===== config.mk =====
export PLATFORM = sky130hd
export DESIGN_NAME = pipelined_add_subtractor_flat
export DESIGN_NICKNAME = d
export VERILOG_FILES = /design/src/rtl/pipelined_add_subtractor_if.sv /design/src/rtl/pipelined_add_subtractor.sv /design/src/flat_wrapper.sv
export SDC_FILE = /design/constraint.sdc
export NUM_CORES = 1
export LEC_CHECK = 0
export BUFFER_PORTS_ARGS = -buffer_cell sky130_fd_sc_hd__buf_2
export CAP_MARGIN = 20
export CORE_UTILIZATION = 48
export DETAILED_ROUTE_END_ITERATION = 8
export PLACE_DENSITY = 0.63
export SLEW_MARGIN = 40
export SYNTH_ARGS = -nofsm -noshare
export SYNTH_HDL_FRONTEND = slang
export SYNTH_SLANG_ARGS = --single-unit

===== constraint.sdc =====
create_clock -name Clock -period 4.75 [get_ports Clock]
set_clock_uncertainty 0.2 [all_clocks]
set_input_delay 0.95 -clock Clock [delete_from_list [all_inputs] [get_ports Clock]]
set_output_delay 0.95 -clock Clock [all_outputs]
set_load 0.1 [all_outputs]

===== src/rtl/pipelined_add_subtractor_if.sv =====
// Operand/result bundle for the pipelined adder/subtractor.
// The master drives the operands; the slave (the adder) returns the result and flags.
interface pipelined_add_subtractor_if #(
  parameter int NrOfBits = 32
);
  logic                InValid;
  logic                Mode;
  logic [NrOfBits-1:0] DataA;
  logic [NrOfBits-1:0] DataB;
  logic                CarryIn;
  logic                OutValid;
  logic [NrOfBits-1:0] Result;
  logic                CarryOut;
  logic                Overflow;
  logic                Zero;

  modport master (
    output InValid, Mode, DataA, DataB, CarryIn,
    input  OutValid, Result, CarryOut, Overflow, Zero
  );

  modport slave (
    input  InValid, Mode, DataA, DataB, CarryIn,
    output OutValid, Result, CarryOut, Overflow, Zero
  );
endinterface


===== src/rtl/pipelined_add_subtractor.sv =====
// Pipelined two's-complement adder/subtractor: one ChunkBits-wide slice of the
// carry chain per stage, with signed-overflow and zero flags on registered outputs.
module pipelined_add_subtractor #(
  parameter int NrOfBits  = 32,
  parameter int ChunkBits = 8
) (
  input  logic                         Clock,
  input  logic                         Reset,
  input  logic                         ClockEnable,
  pipelined_add_subtractor_if.slave    bus
);
  localparam int NrOfStages = NrOfBits / ChunkBits;
  localparam int Last       = NrOfStages - 1;

  // Stage inputs: stage 0 takes the bus, stage k takes stage k-1's registers
  logic [NrOfBits-1:0]  aIn    [NrOfStages];
  logic [NrOfBits-1:0]  bIn    [NrOfStages];
  logic [NrOfBits-1:0]  sumIn  [NrOfStages];
  logic                 carryIn[NrOfStages];
  logic                 zeroIn [NrOfStages];
  logic                 validIn[NrOfStages];
  logic                 modeIn [NrOfStages];

  // Stage results
  logic [ChunkBits:0]   chunkSum [NrOfStages];
  logic [NrOfBits-1:0]  sumOut   [NrOfStages];
  logic                 zeroOut  [NrOfStages];
  logic                 msbCarry [NrOfStages];
  logic                 ovfOut   [NrOfStages];

  // Stage registers
  logic [NrOfBits-1:0]  aR     [NrOfStages];
  logic [NrOfBits-1:0]  bR     [NrOfStages];
  logic [NrOfBits-1:0]  sumR   [NrOfStages];
  logic                 carryR [NrOfStages];
  logic                 zeroR  [NrOfStages];
  logic                 validR [NrOfStages];
  logic                 modeR  [NrOfStages];
  logic                 ovfR   [NrOfStages];

  // Route operands into each stage; subtract becomes A + ~B + ~CarryIn in stage 0
  always_comb begin
    aIn[0]     = bus.DataA;
    bIn[0]     = bus.Mode ? ~bus.DataB : bus.DataB;
    sumIn[0]   = {NrOfBits{1'b0}};
    carryIn[0] = bus.CarryIn ^ bus.Mode;
    zeroIn[0]  = 1'b1;
    validIn[0] = bus.InValid;
    modeIn[0]  = bus.Mode;
    for (int k = 1; k < NrOfStages; k++) begin
      aIn[k]     = aR[k-1];
      bIn[k]     = bR[k-1];
      sumIn[k]   = sumR[k-1];
      carryIn[k] = carryR[k-1];
      zeroIn[k]  = zeroR[k-1];
      validIn[k] = validR[k-1];
      modeIn[k]  = modeR[k-1];
    end
  end

  // Resolve chunk k in stage k; carry into the chunk MSB is recovered as sum^a^b
  always_comb begin
    for (int k = 0; k < NrOfStages; k++) begin
      chunkSum[k] = {1'b0, aIn[k][k*ChunkBits +: ChunkBits]}
                  + {1'b0, bIn[k][k*ChunkBits +: ChunkBits]}
                  + {{ChunkBits{1'b0}}, carryIn[k]};
      sumOut[k]   = sumIn[k];
      sumOut[k][k*ChunkBits +: ChunkBits] = chunkSum[k][ChunkBits-1:0];
      zeroOut[k]  = zeroIn[k] & ~(|chunkSum[k][ChunkBits-1:0]);
      msbCarry[k] = chunkSum[k][ChunkBits-1]
                  ^ aIn[k][k*ChunkBits + ChunkBits - 1]
                  ^ bIn[k][k*ChunkBits + ChunkBits - 1];
      ovfOut[k]   = msbCarry[k] ^ chunkSum[k][ChunkBits];
    end
  end

  // Pipeline registers load every enabled cycle; only validR marks real data
  always_ff @(posedge Clock) begin
    if (Reset) begin
      for (int k = 0; k < NrOfStages; k++) begin
        aR[k]     <= {NrOfBits{1'b0}};
        bR[k]     <= {NrOfBits{1'b0}};
        sumR[k]   <= {NrOfBits{1'b0}};
        carryR[k] <= 1'b0;
        zeroR[k]  <= 1'b0;
        validR[k] <= 1'b0;
        modeR[k]  <= 1'b0;
        ovfR[k]   <= 1'b0;
      end
    end else if (ClockEnable) begin
      for (int k = 0; k < NrOfStages; k++) begin
        aR[k]     <= aIn[k];
        bR[k]     <= bIn[k];
        sumR[k]   <= sumOut[k];
        carryR[k] <= chunkSum[k][ChunkBits];
        zeroR[k]  <= zeroOut[k];
        validR[k] <= validIn[k];
        modeR[k]  <= modeIn[k];
        ovfR[k]   <= ovfOut[k];
      end
    end
  end

  // Output registers capture only completed operations and otherwise hold
  always_ff @(posedge Clock) begin
    if (Reset) begin
      bus.OutValid <= 1'b0;
      bus.Result   <= {NrOfBits{1'b0}};
      bus.CarryOut <= 1'b0;
      bus.Overflow <= 1'b0;
      bus.Zero     <= 1'b0;
    end else if (ClockEnable) begin
      bus.OutValid <= validR[Last];
      if (validR[Last]) begin
        bus.Result   <= sumR[Last];
        bus.CarryOut <= carryR[Last] ^ modeR[Last];
        bus.Overflow <= ovfR[Last];
        bus.Zero     <= zeroR[Last];
      end
    end
  end
endmodule


===== src/flat_wrapper.sv =====
// flat-port wrapper written by rule: the top's interface ports become plain ports
module pipelined_add_subtractor_flat 
#(
  parameter int NrOfBits  = 32,
  parameter int ChunkBits = 8
)
  (Clock, Reset, ClockEnable, bus_InValid, bus_Mode, bus_DataA, bus_DataB, bus_CarryIn, bus_OutValid, bus_Result, bus_CarryOut, bus_Overflow, bus_Zero);
  pipelined_add_subtractor_if #(.NrOfBits(NrOfBits)) bus_i ();
  input  logic Clock;
  input  logic Reset;
  input  logic ClockEnable;
  input wire logic [$bits(bus_i.InValid)-1:0] bus_InValid;
  input wire logic [$bits(bus_i.Mode)-1:0] bus_Mode;
  input wire logic [$bits(bus_i.DataA)-1:0] bus_DataA;
  input wire logic [$bits(bus_i.DataB)-1:0] bus_DataB;
  input wire logic [$bits(bus_i.CarryIn)-1:0] bus_CarryIn;
  output wire logic [$bits(bus_i.OutValid)-1:0] bus_OutValid;
  output wire logic [$bits(bus_i.Result)-1:0] bus_Result;
  output wire logic [$bits(bus_i.CarryOut)-1:0] bus_CarryOut;
  output wire logic [$bits(bus_i.Overflow)-1:0] bus_Overflow;
  output wire logic [$bits(bus_i.Zero)-1:0] bus_Zero;
  assign bus_i.InValid = bus_InValid;
  assign bus_i.Mode = bus_Mode;
  assign bus_i.DataA = bus_DataA;
  assign bus_i.DataB = bus_DataB;
  assign bus_i.CarryIn = bus_CarryIn;
  assign bus_OutValid = bus_i.OutValid;
  assign bus_Result = bus_i.Result;
  assign bus_CarryOut = bus_i.CarryOut;
  assign bus_Overflow = bus_i.Overflow;
  assign bus_Zero = bus_i.Zero;
  pipelined_add_subtractor #(.NrOfBits(NrOfBits), .ChunkBits(ChunkBits)) u_core (.Clock(Clock), .Reset(Reset), .ClockEnable(ClockEnable), .bus(bus_i));
endmodule

## Word level (Yosys, flattened, before mapping)

Memories as Yosys holds them, arrays and structs flattened. A register that Yosys moved wholly into a read port is not among the register bits.
Index checks and enable logic that the tools add are counted.

| storage, ports and cells | value |
|---|---|
| bits in registers | 2 |
| RAM bits | 404 |
| input port bits | 70 |
| output and inout bits | 36 |
| logic and storage cells | 115 |
| memories kept | 8 |

| operators by class | value |
|---|---|
| add/sub/neg operators | 8 |
| mux-type cells | 38 |
| bitwise gates (word level) | 54 |
| reduce and logical (&&, ||, !) cells | 5 |

Memory list:

| name | depth | bits a word | rd ports | clocked after memory_dff | write ports | RTL line | source |
|---|---|---|---|---|---|---|---|
| u_core.aR | 4 | 32 | 3 | 0 | 4 | pipelined_add_subtractor.sv:32 | `logic [NrOfBits-1:0] aR [NrOfStages];` |
| u_core.bR | 4 | 32 | 3 | 0 | 4 | pipelined_add_subtractor.sv:33 | `logic [NrOfBits-1:0] bR [NrOfStages];` |
| u_core.sumR | 4 | 32 | 4 | 1 | 4 | pipelined_add_subtractor.sv:34 | `logic [NrOfBits-1:0] sumR [NrOfStages];` |
| u_core.carryR | 4 | 1 | 4 | 0 | 4 | pipelined_add_subtractor.sv:35 | `logic carryR [NrOfStages];` |
| u_core.modeR | 4 | 1 | 4 | 0 | 4 | pipelined_add_subtractor.sv:38 | `logic modeR [NrOfStages];` |
| u_core.ovfR | 4 | 1 | 1 | 1 | 4 | pipelined_add_subtractor.sv:39 | `logic ovfR [NrOfStages];` |
| +2 memories | n/a | n/a | n/a | n/a | n/a | n/a |  |

Operator list:

| operator | number |
|---|---|
| 32-bit two-way mux | 13 |
| 8-bit by 8-bit adder with 9-bit output | 4 |
| 9-bit by 1-bit adder with 9-bit output | 4 |
| 32-bit inverter | 1 |
| 1-bit bitwise OR | 32 |
| 8-bit OR reduction | 4 |
| 1-bit two-way mux | 25 |
| 1-bit XOR | 14 |
| 1-bit inverter | 4 |
| 1-bit AND | 3 |
| 2-bit AND reduction | 1 |

## Longest topological paths before layout

| logic depth | value |
|---|---|
| depth in word-level cells | 8 |
| mapped depth | 12 |
| gate-level depth less buffers | 10 |

## Worst setup path after synthesis

OpenSTA, ideal clock, no wires.

| timing | value |
|---|---|
| kind | input to register |
| from | input port Reset |
| to | memory u_core.aR[0][10] (enable) |
| setup time | 473 ps |
| arrival | 3601 ps |
| data required time | 4077 ps |
| setup slack | 477 ps |
| stages on the path | 2 |
| buffers on the path | 1 |
| cell sequence | clkbuf_1 -> or2_2 |

RTL lines:

| item | RTL line | source |
|---|---|---|
| from (decl) | flat_wrapper.sv:10 | `input logic Reset;` |
| to (decl) | pipelined_add_subtractor.sv:32 |  |

==> flow_summary_export.csv <==
group,metric,value,unit
worst_setup_path,path_delay_family,"compound AO/OA/AOI/OAI gates",
synthesis,syn-cell-area,9950,um2
floorplan,die_w,146,um
floorplan,io_pins,106,
timing,finalSetupViolCount,0,
cts,cts_tree,"done",
worst_setup_path,critPathBufInv,2,
placed_design,numPortBuffers,105,
synthesis,ys_ff_latch,229,
layout,final_nets,996,
run,cap_violations,0,
floorplan,chipHeight,146,um
layout,fin_cells,1177,
route,detail-route-antenna-nets,0,
placed_design,dpl.cell_count,1134,
worst_setup_path,crit_path_start_kind,"input pin",
route,dr.pass1.iters,4,
cts,ctsHoldBuffers,0,
timing,drv_slew,0,
cts,cts_resized,0,
cts,cts.sinks,229,
timing,rsz0062_at_grt,"no",
route,num_vias,5658,
floorplan,initial_utilization,49.0,%
worst_setup_path,crit_chain,"buf_2, buf_4, xor2_1, ha_1, o21a_1, o31a_1, o21ai_0, o311ai_0, and4bb_1",
min_path,hold_depth,2,
route,totalWireLength,15400,um
layout,diodes,0,
timing,slew_headroom,53.4,%
worst_setup_path,crit_arrival,3.13,ns
timing,period_share,64.7,%
layout,multi_input_comb_area,3250,um2
floorplan,die_area,21300,um2
global_route,antenna_found_initial,0,
worst_setup_path,path_depth,9,
synthesis,synth-seq-area-share,65.5,%
pwr,netSwitchingFraction,21.8,%
worst_setup_path,crit_path_end_kind,"flip-flop",
synthesis,ys_warn_count,0,
pwr,p_per_area,407,nW/um2
cts,htreeDepth,1,
layout,seq_area,6520,um2
layout,area_growth,16.3,%
timing,tightest_slew,0.699,ns
global_route,grt_max_degree,112,
worst_setup_path,cp_max_fo,30,
global_route,grtUsageTotal,14.8,%
route,drcViolationCount,0,
timing,period_needed,3.07,ns
cts,cts_setup_buffers,0,
synthesis,synth_cell_types,44,
route,first_iter_violations,243,
worst_setup_path,reg2reg_depth,9,
layout,finish.utilization,57.0,%
timing,finalSetupTns,0,ns
synthesis,syn-instance-count,788,
cts,cts_buffers,24,
timing,hold_viol_final,0,
timing,timing.fmax,0.325,GHz
pwr,power_frac_clock,39.9,%
floorplan,rows,52,
placed_design,gp_congestion,0.808,
layout,n_fill_cell,1730,
route,routedWlPerCell,13.1,um
min_path,hold_path.class,"flip-flop to flip-flop",
worst_setup_path,critPathMaxStageDelay,0.47,ns
cts,cts-root-to-sink-buffers,3,
synthesis,syn-mean-instance-area,12.6,um2
pwr,power_frac_seq,50.2,%
placed_design,hpwl,10100,um
layout,drive_gt1_share,16.9,%
global_route,grt_pass1_wl,26000,um
cts,clkLatencyLatePin,0.50,ns
floorplan,core_area,20300,um2
pwr,power.net_switching,1.02,mW
outcome,outcome,"complete, no violations",
worst_setup_path,slowest_stage,"buf_4",
global_route,grt_pass1_vias,5514,
pwr,combPwrFrac,9.9,%
pwr,ir_drop,0.000289,V
global_route,overflow,0,
worst_setup_path,critPathKind,"input pin to flip-flop",
synthesis,synth_nets,894,
cts,root_buffer,"clkbuf_16",
pwr,p_leak,4.64,nW
pwr,p_int,3.68,mW
cts,cts.clk_slew.worst_paths,0.06,ns
route,viasPerCell,4.81,
worst_setup_path,crit_required,4.80,ns
==> layer usage <==
layer / share of wire (%) / track usage (%) / wire (um)
met5: 0 / 0 / 0
met4: 2.4 / 4.63 / 364
met3: 4.1 / 2.73 / 632
met2: 45 / 24.3 / 6990
met1: 48 / 20.0 / 7420
==> cell families (layout without fill, tap and decap cells) <==
| kind of cell | after synthesis | after routing | share of synthesized area (%) |
|---|---|---|---|
| flops | 229 | 229 | 65.5 |
| compound gates | 103 | 103 | 6.13 |
| fa+ha+maj | 36 | 36 | 5.13 |
| xor+xnor | 51 | 51 | 4.57 |
| simple gates | 317 | 317 | 16.7 |
| buf+inv | 52 | 171 | 2.00 |
==> path summary, 6_finish.rpt <==
kind / from / end / slack [ns]
setup / recovery: bus_Mode / u_core.zeroR[0] / 1.68
hold / removal: u_core.bus.Result[30] / u_core.bus.Result[30] / 0.25
setup reg to reg: u_core.carryR[0][2] / u_core.ovfR[3] / 2.03
hold reg to reg: u_core.bus.Result[30] / u_core.bus.Result[30] / 0.25
==> tightest hold or removal path: stages, from the launching register on <==
cell and delay [ns]:
dfxtp_1 0.30, nand2_1 0.05, a21oi_1 0.05
==> metrics by stage <==
stage / instance area [um2] / setup WS [ns] / power [mW] / hold slack (ns)
final: 11600 / 1.68 / 4.71 / 0.250
after global routing: 11600 / 1.47 / 4.90 / 0.264
after CTS: 11600 / 1.71 / 4.76 / 0.252
after detailed placement: 10800 / 1.19 / 2.88 / 0.244
after global placement: 10800 / 1.28 / 2.86 / 0.242
after floorplan: 9950 / 0.477 / 2.76 / 0.271
==> power groups by stage <==
stage / Combinational [mW] / Sequential (mW) / Clock (mW)
global placement: 0.451 / 2.41 / 0
detailed placement: 0.468 / 2.41 / 0
CTS: 0.470 / 2.37 / 1.92
global route: 0.522 / 2.38 / 2.00
floorplan: 0.307 / 2.45 / 0
finish: 0.466 / 2.37 / 1.88
==> cells in the final DEF (no fill, tap or decap), types with 2 or more instances in the layout <==
master / instances
and2_1: 139
o21a_1: 5
a21o_1: 9
clkinv_1: 6
buf_12: 2
clkbuf_16: 25
ha_1: 28
nand4_1: 2
o311ai_0: 2
a211oi_1: 5
inv_1: 16
buf_4: 5
o31a_1: 4
nor2_1: 67
nor2b_1: 5
clkbuf_1: 5
nand2b_1: 4
fa_1: 8
nand3b_1: 2
nand2_1: 73
edfxtp_1: 193
and4b_1: 2
a31oi_1: 2
nor3b_1: 2
a21oi_1: 51
clkinv_2: 2
o21ai_0: 19
dfxtp_1: 36
nor3_1: 7
xor2_1: 14
buf_2: 105
xnor2_1: 36
bufinv_16: 4
==> synth_stat cells, drive strengths merged <==
cell type / number / share of area (%)
nand3b: 2 / 0.15
a21oi: 51 / 2.6
and4bb: 1 / 0.13
and4b: 2 / 0.20
o21bai: 1 / 0.075
o311ai: 2 / 0.18
ha: 28 / 3.5
or4: 2 / 0.19
and2: 140 / 8.8
o2bb2ai: 1 / 0.088
nand4: 2 / 0.13
o22ai: 1 / 0.063
nor2b: 6 / 0.38
nand2: 74 / 2.8
a211oi: 5 / 0.38
nor2: 67 / 2.5
dfxtp: 36 / 7.2
buf: 3 / 0.15
clkbuf: 33 / 1.2
edfxtp: 193 / 58
fa: 8 / 1.6
nand2b: 5 / 0.31
nor4bb: 1 / 0.10
nor3b: 2 / 0.15
or2: 1 / 0.063
inv: 16 / 0.60
xnor2: 36 / 3.2
and4: 1 / 0.10
nand4b: 1 / 0.088
nand3: 1 / 0.050
nor4b: 1 / 0.088
o21ai: 21 / 1.2
nor4: 1 / 0.063
o31a: 4 / 0.35
o21a: 5 / 0.38
xor2: 15 / 1.4
nor3: 7 / 0.35
a21o: 9 / 0.68
a21boi: 1 / 0.075
a31oi: 2 / 0.13
==> flip-flops by register name (all words and copies together) (netlist names), 4 cells and up <==
name               flops
u_core.sumR           80
u_core.aR             48
u_core.bR             48
u_core.bus.Result     32
u_core.carryR          4
u_core.modeR           4
u_core.validR          4
u_core.zeroR           4
==> final cells by class <==
class,count,share of cell area (%)
clock inverter,13,1.38
tap,270,2.92
timing repair buffer,112,5.21
inverter,16,0.519
sequential,229,56.3
multi-input combinational,507,28.1
clock buffer,30,5.57
Power figures use the tool's default switching activity.
